<file path="config.mk">
export PLATFORM = sky130hd
export DESIGN_NAME = shift_sub_divider
export DESIGN_NICKNAME = d
export VERILOG_FILES = /design/src/rtl/shift_sub_divider.sv
export SDC_FILE = /design/constraint.sdc
export NUM_CORES = 1
export LEC_CHECK = 0
export ABC_AREA = 1
export CAP_MARGIN = 15
export CORE_ASPECT_RATIO = 2
export CORE_MARGIN = 2
export CORE_UTILIZATION = 40
export CTS_CLUSTER_DIAMETER = 120
export DETAILED_ROUTE_END_ITERATION = 10
export HOLD_SLACK_MARGIN = 0.06
export PLACE_DENSITY = 0.72
export SLEW_MARGIN = 20
export SYNTH_ARGS = -nofsm -noshare
export SYNTH_HDL_FRONTEND = slang
export SYNTH_SLANG_ARGS = --single-unit
</file>
<file path="constraint.sdc">
create_clock -name clk -period 2.1 [get_ports clk]
set_input_delay 0.63 -clock clk [delete_from_list [all_inputs] [get_ports clk]]
set_output_delay 0.63 -clock clk [all_outputs]
set_load 0.005 [all_outputs]
</file>
<file path="src/rtl/shift_sub_divider.sv">
// shift_sub_divider: sequential restoring divider, one quotient bit per
// shift/subtract pair, with start/done handshake and divide-by-zero flag.
module shift_sub_divider #(
   parameter int N = 4
) (
   input  logic         clk,
   input  logic         reset,
   input  logic         start,
   input  logic [N-1:0] dividend,
   input  logic [N-1:0] divisor,
   output logic [N-1:0] quotient,
   output logic [N-1:0] remainder,
   output logic         busy,
   output logic         done,
   output logic         dbz
);

   localparam int CW = $clog2(N + 1);

   localparam logic [2:0] S_IDLE  = 3'd0;
   localparam logic [2:0] S_LOAD  = 3'd1;
   localparam logic [2:0] S_SHIFT = 3'd2;
   localparam logic [2:0] S_SUB   = 3'd3;
   localparam logic [2:0] S_DONE  = 3'd4;

   logic [2:0]    state_q, state_d;
   logic [N:0]    r_q, r_d;
   logic [N-1:0]  q_q, q_d;
   logic [N-1:0]  d_q, d_d;
   logic [CW-1:0] cnt_q, cnt_d;
   logic [N-1:0]  quo_q, quo_d;
   logic [N-1:0]  rem_q, rem_d;
   logic          dbz_q, dbz_d;

   always_comb begin
      state_d = state_q;
      r_d     = r_q;
      q_d     = q_q;
      d_d     = d_q;
      cnt_d   = cnt_q;
      quo_d   = quo_q;
      rem_d   = rem_q;
      dbz_d   = dbz_q;
      case (state_q)
         S_IDLE: begin
            if (start) state_d = S_LOAD;
         end
         S_LOAD: begin
            q_d   = dividend;
            d_d   = divisor;
            r_d   = '0;
            cnt_d = CW'(N);
            dbz_d = 1'b0;
            if (divisor == '0) begin
               state_d = S_DONE;
               dbz_d   = 1'b1;
               quo_d   = '1;
               rem_d   = dividend;
            end else begin
               state_d = S_SHIFT;
            end
         end
         S_SHIFT: begin
            {r_d, q_d} = {r_q[N-1:0], q_q, 1'b0};
            state_d    = S_SUB;
         end
         S_SUB: begin
            // restore is implicit: R and Q keep their shifted values
            if (r_q >= {1'b0, d_q}) begin
               r_d    = r_q - {1'b0, d_q};
               q_d[0] = 1'b1;
            end
            cnt_d = cnt_q - CW'(1);
            if (cnt_q == CW'(1)) begin
               state_d = S_DONE;
               quo_d   = q_d;
               rem_d   = r_d[N-1:0];
            end else begin
               state_d = S_SHIFT;
            end
         end
         S_DONE: begin
            state_d = S_IDLE;
         end
         default: begin
            state_d = S_IDLE;
         end
      endcase
   end

   always_ff @(posedge clk) begin
      if (reset) begin
         state_q <= S_IDLE;
         r_q     <= '0;
         q_q     <= '0;
         d_q     <= '0;
         cnt_q   <= '0;
         quo_q   <= '0;
         rem_q   <= '0;
         dbz_q   <= 1'b0;
      end else begin
         state_q <= state_d;
         r_q     <= r_d;
         q_q     <= q_d;
         d_q     <= d_d;
         cnt_q   <= cnt_d;
         quo_q   <= quo_d;
         rem_q   <= rem_d;
         dbz_q   <= dbz_d;
      end
   end

   assign busy      = (state_q == S_LOAD) || (state_q == S_SHIFT) ||
                      (state_q == S_SUB);
   assign done      = (state_q == S_DONE);
   assign quotient  = quo_q;
   assign remainder = rem_q;
   assign dbz       = dbz_q;

endmodule
</file>
# [Word-level counts from Yosys, hierarchy flattened]
# Index checks and enable logic that the tools add are counted.
# W data, S select, Z words.
[word_totals] elab_cells=48 inputBits=11 register_bits=28 out_inout_bits=11
[classes] n_mux=17 n_reduce_logical=9 n_addsub=2 eq_ne=9 order_cmp=1
[op_table] operator="$mux W4" n=4
[op_table] operator="$pmux W4 S2" n=2
[op_table] operator="$pmux W5 S3" n=1
[op_table] operator="$pmux W3 S2" n=2
[op_table] operator="$pmux W3 S4" n=1
[op_table] operator="$mux W3" n=3
[op_table] operator="$ne A2 B2 Y1 const B" n=4
[op_table] operator="$eq A3 B1 Y1 const B" n=2
[op_table] operator="$eq A3 B2 Y1 const B" n=2
[op_table] operator="$ge A5 B4 Y1" n=1
[op_table] operator="$mux W5" n=1
[op_table] operator="$sub A5 B4 Y5" n=1
[op_table] operator="$logic_not A4 Y1" n=1
[op_table] operator="$reduce_bool A2 Y1" n=2
[op_table] operator="$eq A3 B3 Y1 const B" n=1
[op_table] operator="$logic_not A3 Y1" n=1
[op_table] operator="$pmux W1 S3" n=1
[op_table] operator="$reduce_and A3 Y1" n=1
[op_table] operator="$reduce_bool A3 Y1" n=1
[op_table] operator="$sub A3 B1 Y3 const B" n=1
[op_table] operator="$logic_or A1 B1 Y1" n=2
[op_table] operator="$mux W1" n=2
[op_table] operator="$reduce_and A2 Y1" n=1

# [Longest topological paths before layout]
[logic_depth] word_depth=4 ltp_mapped=11 depth_no_buf=11

# [Worst setup path before layout]
# No wires, ideal clock.
[synth_timing] kind="reg-to-reg" startpoint="reg r_q[0]" endpoint="reg r_q[4]" setup_slack_ns=0.406 path_stages_with_launch=11 synth_period_minus_slack_ns=1.694 setup_ns=0.112 arrival_time_ns=1.583 required_ns=1.988 n_path_buf=0 cell_sequence="dfxtp_1 > inv_1 > ha_1 > fa_1 > or2_2 > nand2_1 > nand2_1 > nand2_1 > nor2_1 > nor2_1 > nor2_1"
[synth_via] elab_chain_len=3 word_cells_on_any_way=6 cone_classes="1 x add/sub; 1 x order compare; 1 x eq/ne; 2 x mux; 1 x reduce/logical"
[synth_rtl] item="start: declaration" line="27" source="logic [N:0] r_q, r_d;"
[synth_rtl] item="start signal: assignment" line="103" source="r_q <= r_d;"
[synth_rtl] item="$sub A5 B4 Y5 / $ge A5 B4 Y1 (equally long branches)" line="70, 69"
[synth_rtl] item="$mux W5 / $ne A2 B2 Y1 (equally long branches)"
[synth_rtl] item="$pmux W5 S3 / $reduce_and A2 Y1 (equally long branches)"
# Parallel ways exist; a longest one is shown, timed or not. The select of a mux whose other input is x is not followed.
# A chain may end at the register's enable or synchronous reset.

# [Worst setup path in the final report]
[layout_timing] startpoint="reg state_q[2]" endpoint="out done"
[layout_via] elab_chain_len=1
[layout_rtl] item="start: declaration" line="26" source="logic [2:0] state_q, state_d;"
[layout_rtl] item="start signal: assignment" line="102" source="state_q <= state_d;"
[layout_rtl] item="$eq A3 B3 Y1" line="115" source="assign done = (state_q == S_DONE);"
[layout_rtl] item="end: declaration" line="14" source="output logic done,"
# Every way passes these cells.

==> results.txt <==
----------------------------------------------------
[Timing]
  Worst-Margin Slew ... 278 ps
  Worst slew margin ... around four fifths
  Max-slew violation count ... 0
  Highest clock frequency the design can meet ... 496 MHz
  Final hold violation count ... 0
  Setup tns final ... 0 ps
  Setup repair after global routing missed its margin ... false
  PnR worst setup slack ... 83.4 ps
  Clock skew ... 3.05 ps
  Min Tclk post-route ... just over 2000 ps
  Number of setup violations in the final report ... 0
  Fin crit share ... between 90% and 100%
  Worst Hold Slack ... 463 ps

[Setup path]
  Logic depth of the worst register-to-register path ... 10
  Worst Path Arrival ... 1390 ps
  Critical path depth ... 3
  Largest stage delay on the critical path ... 520 ps
  Slowest cell on the critical path ... sky130_fd_sc_hd__clkdlybuf4s50_1
  Startpoint Class ... flop
  Worst Path Buf+Inv ... 2
  Maximum fanout along the worst path ... 4
  Start-to-end type of the worst setup path ... reg -> out
  Req. time, crit path ... 1470 ps
  Type of element capturing the critical path ... primary output
  Crit path cell chain ... inv_2, nor3_1, clkdlybuf4s50_1
  Crit-path leading delay family ... buffers and inverters

[Cells and area]
  Share of cells above drive strength 1 ... 11.1%
  Area used by sequential logic in the layout ... 564 sq um
  Number of fill cells in the layout ... 385
  Layout Nets ... 254
  Multi-input gate area ... roughly 800 sq um
  Number of diodes added for antenna fixing ... 0
  Fin util ... 50.4%
  Relative area change from synthesis to final layout ... 22.8%

[Drt]
  DRC Markers ... 0
  Number of detailed-route iterations in the first pass ... 4
  Final wirelength ... 3450 um
  Routed Antenna Nets ... 0
  Initial detailed-routing violation count ... 58
  Total number of vias ... about 1500
  Via-per-instance ratio ... 5.13
  Drt wl/cell ... 12.1 um

[Logic synthesis]
  Leading cell types by total area after synthesis ... sky130_fd_sc_hd__dfxtp_1 (36%), sky130_fd_sc_hd__inv_1 (9.0%), sky130_fd_sc_hd__nand2_1 (6.8%), sky130_fd_sc_hd__nand3_1 (5.8%), sky130_fd_sc_hd__nor2_1 (5.6%)
  EDFF count, synth ... 0
  Post-synthesis net count ... 228
  Count of synthesis-stage warnings from yosys ... 0
  Most instantiated library cell after synthesis ... sky130_fd_sc_hd__inv_1
  Synthesized netlist cell count ... 210
  Synth area leader ... sky130_fd_sc_hd__dfxtp_1
  Total of flip-flops plus latches after synthesis ... 28
  Distinct cell type count after synthesis ... 33
  Post-Syn Area ... 0.00154 sq mm
  Share of synthesized area occupied by flip-flops and latches ... a little over a third
  Mean post-synth cell area ... 7.35 sq um
  Dominant register cell in the synthesized netlist ... sky130_fd_sc_hd__dfxtp_1
  Share of the synthesized area in the top cell type ... 36.3%
  Asr flop ratio synth ... 0%
  Most common library cells after synthesis ... sky130_fd_sc_hd__inv_1 (37), sky130_fd_sc_hd__dfxtp_1 (28), sky130_fd_sc_hd__nand2_1 (28), sky130_fd_sc_hd__nor2_1 (23), sky130_fd_sc_hd__nand3_1 (18)

[Clock network]
  Root buf cell ... sky130_fd_sc_hd__clkbuf_8
  H-Tree Depth ... 1
  Number of clock sinks ... 28
  Number of clock buffers inserted by TritonCTS ... 3
  Clock edge transition at the registers on the reported setup and hold paths ... about 90 ps
  Clk_lat worst skew ... 280 ps
  Post-CTS Hold Fix Bufs ... 0
  CTS tree ... done
  Max Root-Sink Buffers ... 2
  Post-CTS setup-driven buffer insertion count ... 0

[Floorplan]
  Die span in x ... 47.9 um
  Placeable core area ... 0.00376 sq mm
  Die Y-Extent ... 91.9 um
  Initial standard-cell utilization of the core ... between 40% and 50%
  Cell row count ... 32
  Die outline area ... 0.00440 sq mm
  Total I/O pin count ... 22

[Run]
  Max Cap Viol ... 0

[Global routing]
  Wire length of the first global-routing pass ... 5950 um
  Via count of the first global-routing pass ... 1433
  GRT Util Overall ... between 15 and 20%
  Global route total overflow ... 0
  Maximum number of pins on one net before global-route repair ... 24
  Initial antenna violation count ... 0

[Min path]
  Number of stages on the worst hold path ... 2
  Classification of the worst-slack hold path ... reg -> reg

[Place]
  Count of input and output buffers ... 21
  HPWL after detailed placement ... 2660 um
  Worst setup slack before clock tree synthesis ... 134 ps
  Global placer's final weighted congestion ... 0.856

[Power]
  Max IR drop VDD ... 0.000445 V
  Power Density ... 706 mW/mm^2
  Leak Pwr ... around 0.91 nW

[Outcome]
  Run status ... finished, final reports clean

----------------------------------------------------
==> state kept, by name (all words and copies together) (netlist names) <==
signal     count
cnt_q          3
remainder      4
quotient       4
dbz            1
d_q            4
q_q            4
r_q            5
state_q        3
==> layout make-up <==
type / instances / share of cell area (%)
multi-input combinational: 139 / 43.1
sequential: 28 / 29.8
timing repair buffer: 24 / 12.9
inverter: 40 / 7.92
tap: 51 / 3.37
clock buffer: 4 / 2.90
==> worst register-to-register path: stages, from the launching register on <==
cell and delay, ps:
sky130_fd_sc_hd__dfxtp_1 380, sky130_fd_sc_hd__inv_1 60, sky130_fd_sc_hd__ha_1 220, sky130_fd_sc_hd__fa_1 410, sky130_fd_sc_hd__or2_2 320, sky130_fd_sc_hd__nand2_1 70
sky130_fd_sc_hd__nand2_1 40, sky130_fd_sc_hd__nand2_1 50, sky130_fd_sc_hd__nor2_1 40, sky130_fd_sc_hd__nor2_1 100, sky130_fd_sc_hd__nor2_1 40
==> per-stage QoR <==
stage               total power, mW  instances  instance area (sq um)
floorplan                     0.886        210                   1540
global placement              0.996        282                   1830
detailed placement             1.01        282                   1830
CTS                            1.33        286                   1890
global route                   1.42        286                   1900
finish                         1.34        286                   1900
==> final timing paths <==
path / startpoint / to / slack, ps
worst max register to register: r_q[0] / r_q[4] / 270
worst max-delay path: state_q[2] / done / 80
worst min register to register: d_q[3] / d_q[3] / 460
worst min-delay path: d_q[3] / d_q[3] / 460
==> layout by cell type (no fill, tap or decap), types with 2 or more instances in the layout <==
cell type	count
sky130_fd_sc_hd__or2_0	3
sky130_fd_sc_hd__nand2_2	2
sky130_fd_sc_hd__dfxtp_2	3
sky130_fd_sc_hd__o21ai_0	11
sky130_fd_sc_hd__nand2_1	27
sky130_fd_sc_hd__ha_1	6
sky130_fd_sc_hd__nand4_1	4
sky130_fd_sc_hd__nor2_2	2
sky130_fd_sc_hd__nor2_1	23
sky130_fd_sc_hd__o221ai_1	3
sky130_fd_sc_hd__o211ai_1	3
sky130_fd_sc_hd__inv_1	37
sky130_fd_sc_hd__a21oi_1	14
sky130_fd_sc_hd__nor2_4	2
sky130_fd_sc_hd__xnor2_1	2
sky130_fd_sc_hd__or2_2	2
sky130_fd_sc_hd__nor3_1	2
sky130_fd_sc_hd__dfxtp_1	25
sky130_fd_sc_hd__inv_2	3
sky130_fd_sc_hd__buf_4	2
sky130_fd_sc_hd__o21ai_1	2
sky130_fd_sc_hd__clkbuf_8	4
sky130_fd_sc_hd__clkdlybuf4s50_1	21
sky130_fd_sc_hd__nand3_1	18
sky130_fd_sc_hd__a22oi_1	3
==> per-layer routing <==
layer,GRT usage [%],share of wire [%],vias to the layer above
li1,-,-,738
met1,22.4,42,674
met2,29.3,51,45
met3,1.77,4.7,9
met4,5.18,1.8,0
met5,0,0,-
==> power by group <==
part           internal [mW]  total [mW]  switching [mW]
logic                  0.155       0.392           0.237
clock network          0.168       0.335           0.167
registers              0.574       0.611          0.0369
==> repair_timing <==
| item | 4_1_cts | 5_1_grt |
|---|---|---|
| pin swaps | 0 | 0 |
| setup endpoints to repair | 1 | 2 |
| cloned | 0 | 0 |
| resized for setup | 1 | 3 |
==> kinds of logic (layout without fill, tap and decap cells) <==
kind of cell	Yosys count	count (layout)	synth area share, %
compound gates	41	41	16.5
xor+xnor	2	2	1.13
fa+ha+maj	7	7	6.16
buf+inv	43	68	10.9
flops	28	28	36.3
simple gates	89	89	29.0
(Power assumes the default switching activity.)
